`config.mk`:
```
export PLATFORM = sky130hd
export DESIGN_NAME = tmds_channel_encoder
export DESIGN_NICKNAME = d
export VERILOG_FILES = /design/src/rtl/tmds_channel_encoder.sv
export SDC_FILE = /design/constraint.sdc
export NUM_CORES = 1
export LEC_CHECK = 0
export CORE_UTILIZATION = 30
export DETAILED_ROUTE_END_ITERATION = 10
export SLEW_MARGIN = 20
export SYNTH_ARGS = -nofsm -noshare
export SYNTH_HDL_FRONTEND = slang
export SYNTH_SLANG_ARGS = --single-unit
```
`constraint.sdc`:
```
create_clock -name clk_pix -period 10 [get_ports clk_pix]
set_input_delay 2 -clock clk_pix [delete_from_list [all_inputs] [get_ports clk_pix]]
set_output_delay 2 -clock clk_pix [all_outputs]
set_load 0.02 [all_outputs]
```
`src/rtl/tmds_channel_encoder.sv`:
```
// TMDS 8b/10b channel encoder (DVI 1.0) with running-disparity DC balance.
// Stage 1 builds the transition-minimised word q_m. Stage 2 picks the
// DC-balanced symbol and updates the disparity counter. An optional third
// register stage eases timing into the DDR serialiser.
// SYMBOL_MODE "RESTRICTED" keeps the old 5-ones colour-bar subset. In that
// mode the disparity counter stays at zero.
module tmds_channel_encoder #(
  parameter string SYMBOL_MODE = "FULL",
  parameter int    OUT_REG     = 1
) (
  input  logic       clk_pix,
  input  logic       rst_n,
  input  logic       de_i,
  input  logic [7:0] data_i,
  input  logic [1:0] ctrl_i,
  output logic [9:0] sym_o,
  output logic       de_o,
  output logic [4:0] disp_o
);

  localparam bit FULL_MODE = (SYMBOL_MODE == "FULL");
  localparam int STAGES    = (OUT_REG != 0) ? 3 : 2;

  localparam logic [9:0] SYM_CTRL00 = 10'b1101010100;
  localparam logic [9:0] SYM_CTRL01 = 10'b0010101011;
  localparam logic [9:0] SYM_CTRL10 = 10'b0101010100;
  localparam logic [9:0] SYM_CTRL11 = 10'b1010101011;
  localparam logic [9:0] SYM_RES_HI = 10'b1011110000;
  localparam logic [9:0] SYM_RES_LO = 10'b0111110000;

  function automatic logic [3:0] popcnt8(input logic [7:0] v);
    logic [3:0] n;
    n = '0;
    for (int i = 0; i < 8; i++) n = n + {3'b000, v[i]};
    return n;
  endfunction

  // de travels alongside the symbol as a shift register; [1] is stage 1.
  logic [STAGES:1] de_pipe_q;

  // stage 1 state
  logic [3:0] n1d;
  logic       use_xnor;
  logic       qm_acc;
  logic [7:0] qm_chain;
  logic [8:0] qm_d, qm1_q;
  logic [1:0] ctrl1_q;

  // stage 2 state
  logic [3:0] n1q;
  logic [4:0] diff;   // n1q - n0q, two's complement
  logic       qm8;
  logic [9:0] sym_d, sym2_q;
  logic [4:0] cnt_d, cnt_q;

  // Shift de through the pipeline so de_o lines up with sym_o.
  always_ff @(posedge clk_pix or negedge rst_n) begin
    if (!rst_n) de_pipe_q <= '0;
    else        de_pipe_q <= {de_pipe_q[STAGES-1:1], de_i};
  end

  // Stage 1 comb: choose XOR/XNOR chain to minimise transitions.
  // RESTRICTED mode only needs data[7]. It rides in bit 7 of the q_m register.
  always_comb begin
    n1d      = popcnt8(data_i);
    use_xnor = (n1d > 4'd4) || ((n1d == 4'd4) && !data_i[0]);
    qm_acc   = data_i[0];
    qm_chain = '0;
    qm_chain[0] = qm_acc;
    for (int i = 1; i < 8; i++) begin
      qm_acc      = use_xnor ? ~(qm_acc ^ data_i[i]) : (qm_acc ^ data_i[i]);
      qm_chain[i] = qm_acc;
    end
    if (FULL_MODE) qm_d = {~use_xnor, qm_chain};
    else           qm_d = {1'b0, data_i[7], 7'b0};
  end

  // Stage 1 registers: q_m and control bits.
  always_ff @(posedge clk_pix or negedge rst_n) begin
    if (!rst_n) begin
      qm1_q   <= '0;
      ctrl1_q <= '0;
    end else begin
      qm1_q   <= qm_d;
      ctrl1_q <= ctrl_i;
    end
  end

  // Stage 2 comb: DC-balance selection and disparity update.
  // The counter uses modular 5-bit arithmetic. Legal streams stay well inside
  // the signed range, so no saturation is needed.
  always_comb begin
    n1q   = popcnt8(qm1_q[7:0]);
    diff  = {n1q, 1'b0} - 5'd8;
    qm8   = qm1_q[8];
    sym_d = SYM_CTRL00;
    cnt_d = '0;
    if (!de_pipe_q[1]) begin
      // Blanking always restarts the disparity from zero.
      unique case (ctrl1_q)
        2'b00:   sym_d = SYM_CTRL00;
        2'b01:   sym_d = SYM_CTRL01;
        2'b10:   sym_d = SYM_CTRL10;
        default: sym_d = SYM_CTRL11;
      endcase
    end else if (!FULL_MODE) begin
      sym_d = qm1_q[7] ? SYM_RES_HI : SYM_RES_LO;
    end else if ((cnt_q == 5'd0) || (n1q == 4'd4)) begin
      sym_d = {~qm8, qm8, qm8 ? qm1_q[7:0] : ~qm1_q[7:0]};
      cnt_d = qm8 ? (cnt_q + diff) : (cnt_q - diff);
    end else if ((!cnt_q[4] && (n1q > 4'd4)) || (cnt_q[4] && (n1q < 4'd4))) begin
      // Disparity would grow: send the inverted word.
      sym_d = {1'b1, qm8, ~qm1_q[7:0]};
      cnt_d = cnt_q + {3'b000, qm8, 1'b0} - diff;
    end else begin
      sym_d = {1'b0, qm8, qm1_q[7:0]};
      cnt_d = cnt_q - {3'b000, ~qm8, 1'b0} + diff;
    end
  end

  // Stage 2 registers: symbol and running disparity.
  always_ff @(posedge clk_pix or negedge rst_n) begin
    if (!rst_n) begin
      sym2_q <= SYM_CTRL00;
      cnt_q  <= '0;
    end else begin
      sym2_q <= sym_d;
      cnt_q  <= cnt_d;
    end
  end

  if (OUT_REG != 0) begin : g_out_reg
    logic [9:0] sym3_q;
    logic [4:0] disp3_q;

    // Optional retiming stage in front of the serialiser.
    always_ff @(posedge clk_pix or negedge rst_n) begin
      if (!rst_n) begin
        sym3_q  <= SYM_CTRL00;
        disp3_q <= '0;
      end else begin
        sym3_q  <= sym2_q;
        disp3_q <= cnt_q;
      end
    end

    assign sym_o  = sym3_q;
    assign disp_o = disp3_q;
  end else begin : g_no_out_reg
    assign sym_o  = sym2_q;
    assign disp_o = cnt_q;
  end

  assign de_o = de_pipe_q[STAGES];

endmodule

```
==> out/metrics.yaml, run 1 <==
run_status: "completed"
top_level_port_count: 29
timing.fmax_mhz: 184
antennaDiodeCount: 0
postSynthRegisterBits: 42
root_buffer: "sky130_fd_sc_hd__clkbuf_8"
drtPass1Iterations: 4
dieWidth_um: 93.0
ys_dominant_reg_cell: "sky130_fd_sc_hd__dfrtp_1"
cts_made_buffers: 5
num_rows: 32
final_layout_size_suffix_gt1_share_pct: 9.27
cp.arrival_ns: 5.60
post-synth-top-area-cell: "sky130_fd_sc_hd__dfrtp_1"
cts_tree: "done"
synthDominantCellAreaShare_pct: 32.3
finalHoldViolCount: 0
antenna_found_initial: 0
clockBufferDepth: 2
gr-usage-met2_pct: 16.7
clkSlewWorstSetupHoldPaths_ns: 0.08
timing_max_transition_violations_final: 0
initial_core_util_pct: 31.6
whs_ns: 0.351
grt_first_pass_wirelength_um: 7000
synth.net_count: 268
grt_start_max_net_pins: 43
post_cts_resized: 0
rsz0062_at_grt: "no"
port_buffers: 27
grt_use_met3_pct: 1.97
syn_to_final_growth_pct: 19.5
net_count_reported_at_finish: 298
biggest_fanout_along_the_worst_timing_path: 3
dr_total_vias: 1496
fp.dieArea_mm2: 0.00864
hpwlAfterDp_um: 3140
dpl_cell_area_mm2: 0.00286
vias_per_cell: 4.27
min_period_over_period_pct: 54.4
synthCells: 217
cts.sink_count: 42
finalSetupTns_ns: 0
critical_path.top_delay_family: "adder cells"
detail-route-antenna-nets: 0
drt_first_iter_violations: 42
critPathSlowestCell: "sky130_fd_sc_hd__fa_1"
ys_top_cells_by_area: "sky130_fd_sc_hd__dfrtp_1, sky130_fd_sc_hd__ha_1, sky130_fd_sc_hd__dfstp_2, sky130_fd_sc_hd__fa_1, sky130_fd_sc_hd__xnor2_1"
cp.required_ns: 10.16
grt_most_used_layer: "met2"
clock_tree.htree_level_count: 2
postSynthAreaPerCell_um2: 11.4
final_area_mm2: 0.00297
path_buf_inv: 3
critPathMaxStageDelay_ns: 0.56
slew_headroom_pct: 41.4
maxCapViolCount: 0
grt_pass1_vias: 1557
fin_skew_ns: 0.00285
crit_path_cell_trace: "clkdlybuf4s50_1 -> inv_1 -> fa_1 -> fa_1 -> fa_1 -> inv_1 -> ha_1 -> fa_1 -> nor3_1 -> o22ai_1 -> xor2_1 -> xnor2_1"
worst_slew_pin_slew_ns: 0.879
setup_violations: 0
drt_drc: 0
routed_wire_length_per_instance_um: 10.8
dieHeight_um: 93.0
cp_common_cell: "sky130_fd_sc_hd__fa_1"
number_of_warnings_printed_during_yosys_synthesis: 0
synth-edff-count: 0
worst_setup_path_end_kind: "flip-flop"
post_synth_instance_area_mm2: 0.00248
seq_area_frac_synth_pct: 42.8
worst_hold_path_type: "reg2reg"
global_route.overflow_total: 0
worst-setup-path-type: "in2reg"
post_synth_num_cell_types: 37
worst_skew_pair.late_latency_ns: 0.28
layout_min_cycle_time_ns: 5.44
post-cts-setup-buffer-count: 0
grtUsageTotal_pct: 10.3
met1_track_demand_over_resource_in_global_routing_pct: 13.5
ctsHoldBuffers: 0
fp.coreArea_mm2: 0.00785
finalWirelength_um: 3800
asyncSetResetFlopFracSynth_pct: 100
gpl.final_weighted_congestion: 0.782
crit_path_start_kind: "primary input"
==> metrics by stage <==
stage / setup WS [ns] / std cells / utilization [%]
detailed placement: 4.23 / 342 / 36.4
global placement: 4.33 / 342 / 36.4
CTS: 4.53 / 350 / 37.8
global route: 4.34 / 350 / 37.8
finish: 4.56 / 350 / 37.8
floorplan: 4.97 / 217 / -
==> cell usage in the layout (no fill, tap or decap), drive strengths merged, types with 2 or more instances in the layout <==
cell type | netlist | layout
nand3 | 2 | 2
nand2 | 6 | 6
nand4 | 2 | 2
mux2i | 4 | 4
clkdlybuf4s50 | 0 | 26
a21oi | 15 | 15
fa | 13 | 13
dfstp | 10 | 10
a21o | 3 | 3
nor3 | 3 | 3
nand2b | 2 | 2
ha | 25 | 25
o211ai | 3 | 3
xnor2 | 23 | 23
nor2 | 3 | 3
o211a | 2 | 2
inv | 43 | 43
xor2 | 6 | 6
a211oi | 3 | 3
dfrtp | 32 | 32
and2 | 2 | 2
clkbuf | 2 | 6
==> synthesized netlist by cell type (all sizes together) (2+ instances only) <==
cell type / n
a211oi: 3
a21o: 3
a21oi: 15
and2: 2
buf: 2
clkbuf: 2
dfrtp: 32
dfstp: 10
fa: 13
ha: 25
inv: 43
mux2i: 4
nand2: 6
nand2b: 2
nand3: 2
nand4: 2
nor2: 3
nor3: 3
o211a: 2
o211ai: 3
xnor2: 23
xor2: 6
==> path summary, 6_finish.rpt <==
check | from | end | slack, ns | cells after the start
min | sym2_q[7]$_DFF_PN0_ | sym_o[7]$_DFF_PN0_ | 0.35 | 0
max in group asynchronous | rst_n | sym2_q[3]$_DFF_PN0_ | 7.63 | 1
max | data_i[0] | qm1_q[7]$_DFF_PN0_ | 4.56 | 12
min in group asynchronous | rst_n | disp_o[3]$_DFF_PN0_ | 1.83 | 1
min reg2reg | sym2_q[7]$_DFF_PN0_ | sym_o[7]$_DFF_PN0_ | 0.35 | 0
max reg2reg | qm1_q[0]$_DFF_PN0_ | sym2_q[0]$_DFF_PN0_ | 5.27 | 16
==> cells by family after synthesis <==
logic type | count (synthesis) | synth area share, %
other | 1 | 0.151
AOI/OAI and AO/OA | 32 | 8.72
xor gates and xnor gates | 29 | 10.2
DFF | 42 | 42.8
adders and majority gates | 38 | 23.1
and+or+nand+nor | 24 | 5.54
buffers and inverters | 47 | 7.31
muxes | 4 | 2.12
==> metal layers <==
layer,routed length [µm],part of all wire [%]
met1,1860,49
met2,1770,46
met4,51,1.3
met3,121,3.2
met5,0,0
==> final cells by class <==
| class | instances | area (µm²) |
|---|---|---|
| clock buffers | 6 | 72.6 |
| clock inverters | 2 | 37.5 |
| fillers | 797 | 4880 |
| inverters | 43 | 161 |
| multi-input cells | 128 | 1240 |
| flip-flops and latches | 42 | 1060 |
| well taps | 102 | 128 |
| repair buffers | 27 | 265 |
==> flip-flops by register name, summed over array words and instances (netlist names) <==
name	cells
cnt_q	4
ctrl1_q	2
de_pipe_q	3
disp_o	4
qm1_q	9
sym2_q	10
sym_o	10
Power of run 1 is not shown: default switching activity piles up to over one toggle a cycle in this logic, so the estimate is an artifact.
==> run 2: changes to the inputs <==
Clock period 10 ns to 5.5 ns, I/O delays scaled along.
==> run 2 against run 1 <==
Critical path depth increased by 4; global-route usage increased by 0.20 points; non-clock buffer count unchanged; wire length increased by 1.0%; sequential share of layout area decreased by 0.33 points; clock skew increased by 0.0029 ns; cell area increased by 0.93%; final cell count unchanged; worst hold slack got worse by 0.00097 ns; register-to-register slack got worse by 4.5 ns; highest routed layer unchanged.
==> out/metrics.yaml, run 2 (synthesis results as in run 1) <==
run_status: "completed"  # unchanged
fin_skew_ns: 0.00577  # was 0.00285 ns
layout_min_cycle_time_ns: 4.75
ctsHoldBuffers: 0  # unchanged
drtPass1Iterations: 3  # was 4
root_buffer: "sky130_fd_sc_hd__clkbuf_8"  # unchanged
global_route.overflow_total: 0  # unchanged
timing_max_transition_violations_final: 0  # unchanged
dieHeight_um: 93.0  # unchanged
worst_setup_path_end_kind: "flip-flop"  # unchanged
dr_total_vias: 1479  # was 1496
cts_tree: "done"  # unchanged
worst_skew_pair.late_latency_ns: 0.29  # was 0.28 ns
rsz0062_at_grt: "no"  # unchanged
highest-signal-layer: "met4"  # unchanged
syn_to_final_growth_pct: 20.6  # was 19.5%
initial_core_util_pct: 31.6  # unchanged
vias_per_cell: 4.23  # was 4.27
antennaDiodeCount: 0  # unchanged
finalWirelength_um: 3830  # was 3800 µm
worst_slew_pin_slew_ns: 0.874  # was 0.879 ns
gpl.final_weighted_congestion: 0.785  # was 0.782
grtUsageTotal_pct: 10.5  # was 10.3%
hpwlAfterDp_um: 3090  # was 3140 µm
detail-route-antenna-nets: 0  # unchanged
dieWidth_um: 93.0  # unchanged
fp.dieArea_mm2: 0.00864  # unchanged
post_cts_resized: 0  # unchanged
maxCapViolCount: 0  # unchanged
crit_path_start_kind: "flip-flop"  # was primary input
fp.coreArea_mm2: 0.00785  # unchanged
drt_drc: 0  # unchanged
worst_hold_path_type: "reg2reg"  # unchanged
post-cts-setup-buffer-count: 0  # unchanged
num_rows: 32  # unchanged
clock_tree.htree_level_count: 2  # unchanged
grt_first_pass_wirelength_um: 7040  # was 7000 µm
most_common_library_cell_in_the_layout_ignoring_fill_and_taps: "sky130_fd_sc_hd__inv_1"  # unchanged
clockBufferDepth: 2  # unchanged
cts_made_buffers: 5  # unchanged
setup_violations: 0  # unchanged
final_layout_size_suffix_gt1_share_pct: 9.68  # was 9.27%
wl_met2_um: 1710  # was 1770 µm
ff2ff_path_depth: 16  # unchanged
top_level_port_count: 29  # unchanged
min_period_over_period_pct: 86.3
biggest_fanout_along_the_worst_timing_path: 9  # was 3
cp.required_ns: 5.65  # was 10.16 ns
mostFrequentLayoutCells: "sky130_fd_sc_hd__inv_1, sky130_fd_sc_hd__dfrtp_1, sky130_fd_sc_hd__clkdlybuf4s50_1"  # unchanged
clkSlewWorstSetupHoldPaths_ns: 0.08  # about the same
drt_first_iter_violations: 46  # was 42
met1Wirelength_um: 1910  # was 1860 µm
slew_headroom_pct: 41.8  # was 41.4%
finalSetupTns_ns: 0  # unchanged
finalHoldViolCount: 0  # unchanged
grt_start_max_net_pins: 43  # unchanged
net_count_reported_at_finish: 298  # unchanged
min_delay_path_depth: 0  # unchanged
cts.sink_count: 42  # unchanged
met3_wirelength_um: 137  # was 121 µm
cp.arrival_ns: 4.90  # was 5.60 ns
port_buffers: 27  # unchanged
antenna_found_initial: 0  # unchanged
grt_pass1_vias: 1475  # was 1557
timing.fmax_mhz: 211
worst-setup-path-type: "reg2reg"  # was in2reg
routed_wire_length_per_instance_um: 11.0  # was 10.8 µm
-- run 2: cell count changes in the layout (fill, tap and decap cells not counted) --
cell	delta
sky130_fd_sc_hd__clkbuf_1	-1
sky130_fd_sc_hd__bufinv_16	+1
sky130_fd_sc_hd__clkinv_4	+1
sky130_fd_sc_hd__clkinvlp_4	-1
-- run 2: cell type report --
type | instances | area, µm²
inverters | 43 | 161
multi-input cells | 128 | 1240
repair buffers | 27 | 265
flip-flops and latches | 42 | 1060
fillers | 771 | 4850
clock buffers | 5 | 68.8
well taps | 102 | 128
clock inverters | 3 | 68.8
-- run 2: final timing paths --
check	start	to	slack, ns
setup / recovery	qm1_q[0]$_DFF_PN0_	sym2_q[1]$_DFF_PN0_	0.75
hold / removal	de_pipe_q[2]$_DFF_PN0_	de_pipe_q[3]$_DFF_PN0_	0.35
setup reg to reg	qm1_q[0]$_DFF_PN0_	sym2_q[1]$_DFF_PN0_	0.75
hold reg to reg	de_pipe_q[2]$_DFF_PN0_	de_pipe_q[3]$_DFF_PN0_	0.35
max in group asynchronous	rst_n	sym2_q[5]$_DFF_PN0_	4.04
min in group asynchronous	rst_n	disp_o[2]$_DFF_PN0_	0.92
-- run 2: metrics by stage --
stage	area, µm²	utilization, %	setup slack [ns]	instances	hold slack [ns]
2_1_floorplan	2480	-	1.21	217	0.331
3_3_place_gp	2860	36.4	0.738	342	0.333
3_5_place_dp	2860	36.4	0.627	342	0.335
4_1_cts	2990	38.1	0.736	350	0.351
5_1_grt	2990	38.1	0.370	350	0.353
6_report	2990	38.1	0.754	350	0.350
-- run 2: routing by layer --
layer	vias up	global-route usage [%]
met3	6	2.38
li1	744	-
met1	702	14.6
met2	27	15.5
met5	-	0
met4	0	4.62
-- run 2: critical path, cell delays in order, from the launching register on --
cell and delay [ns]:
sky130_fd_sc_hd__dfrtp_1 0.42, sky130_fd_sc_hd__fa_1 0.54, sky130_fd_sc_hd__inv_1 0.05, sky130_fd_sc_hd__fa_1 0.48, sky130_fd_sc_hd__fa_1 0.40, sky130_fd_sc_hd__inv_1 0.07
sky130_fd_sc_hd__ha_1 0.16, sky130_fd_sc_hd__inv_1 0.06, sky130_fd_sc_hd__fa_1 0.37, sky130_fd_sc_hd__xnor2_1 0.53, sky130_fd_sc_hd__inv_1 0.10, sky130_fd_sc_hd__ha_1 0.29
sky130_fd_sc_hd__a211oi_2 0.31, sky130_fd_sc_hd__a21oi_2 0.15, sky130_fd_sc_hd__mux2i_4 0.39, sky130_fd_sc_hd__xnor2_1 0.18, sky130_fd_sc_hd__a21oi_1 0.09
Power of run 2 is left out for the same reason.
==> run 3: changes to the inputs <==
Settings changed: CTS_BUF_LIST set to sky130_fd_sc_hd__clkbuf_8.
==> results of run 3 <==
Same layout as run 2: the final DEF is identical, and so are final timing and power.
Power of run 3 is left out for the same reason.
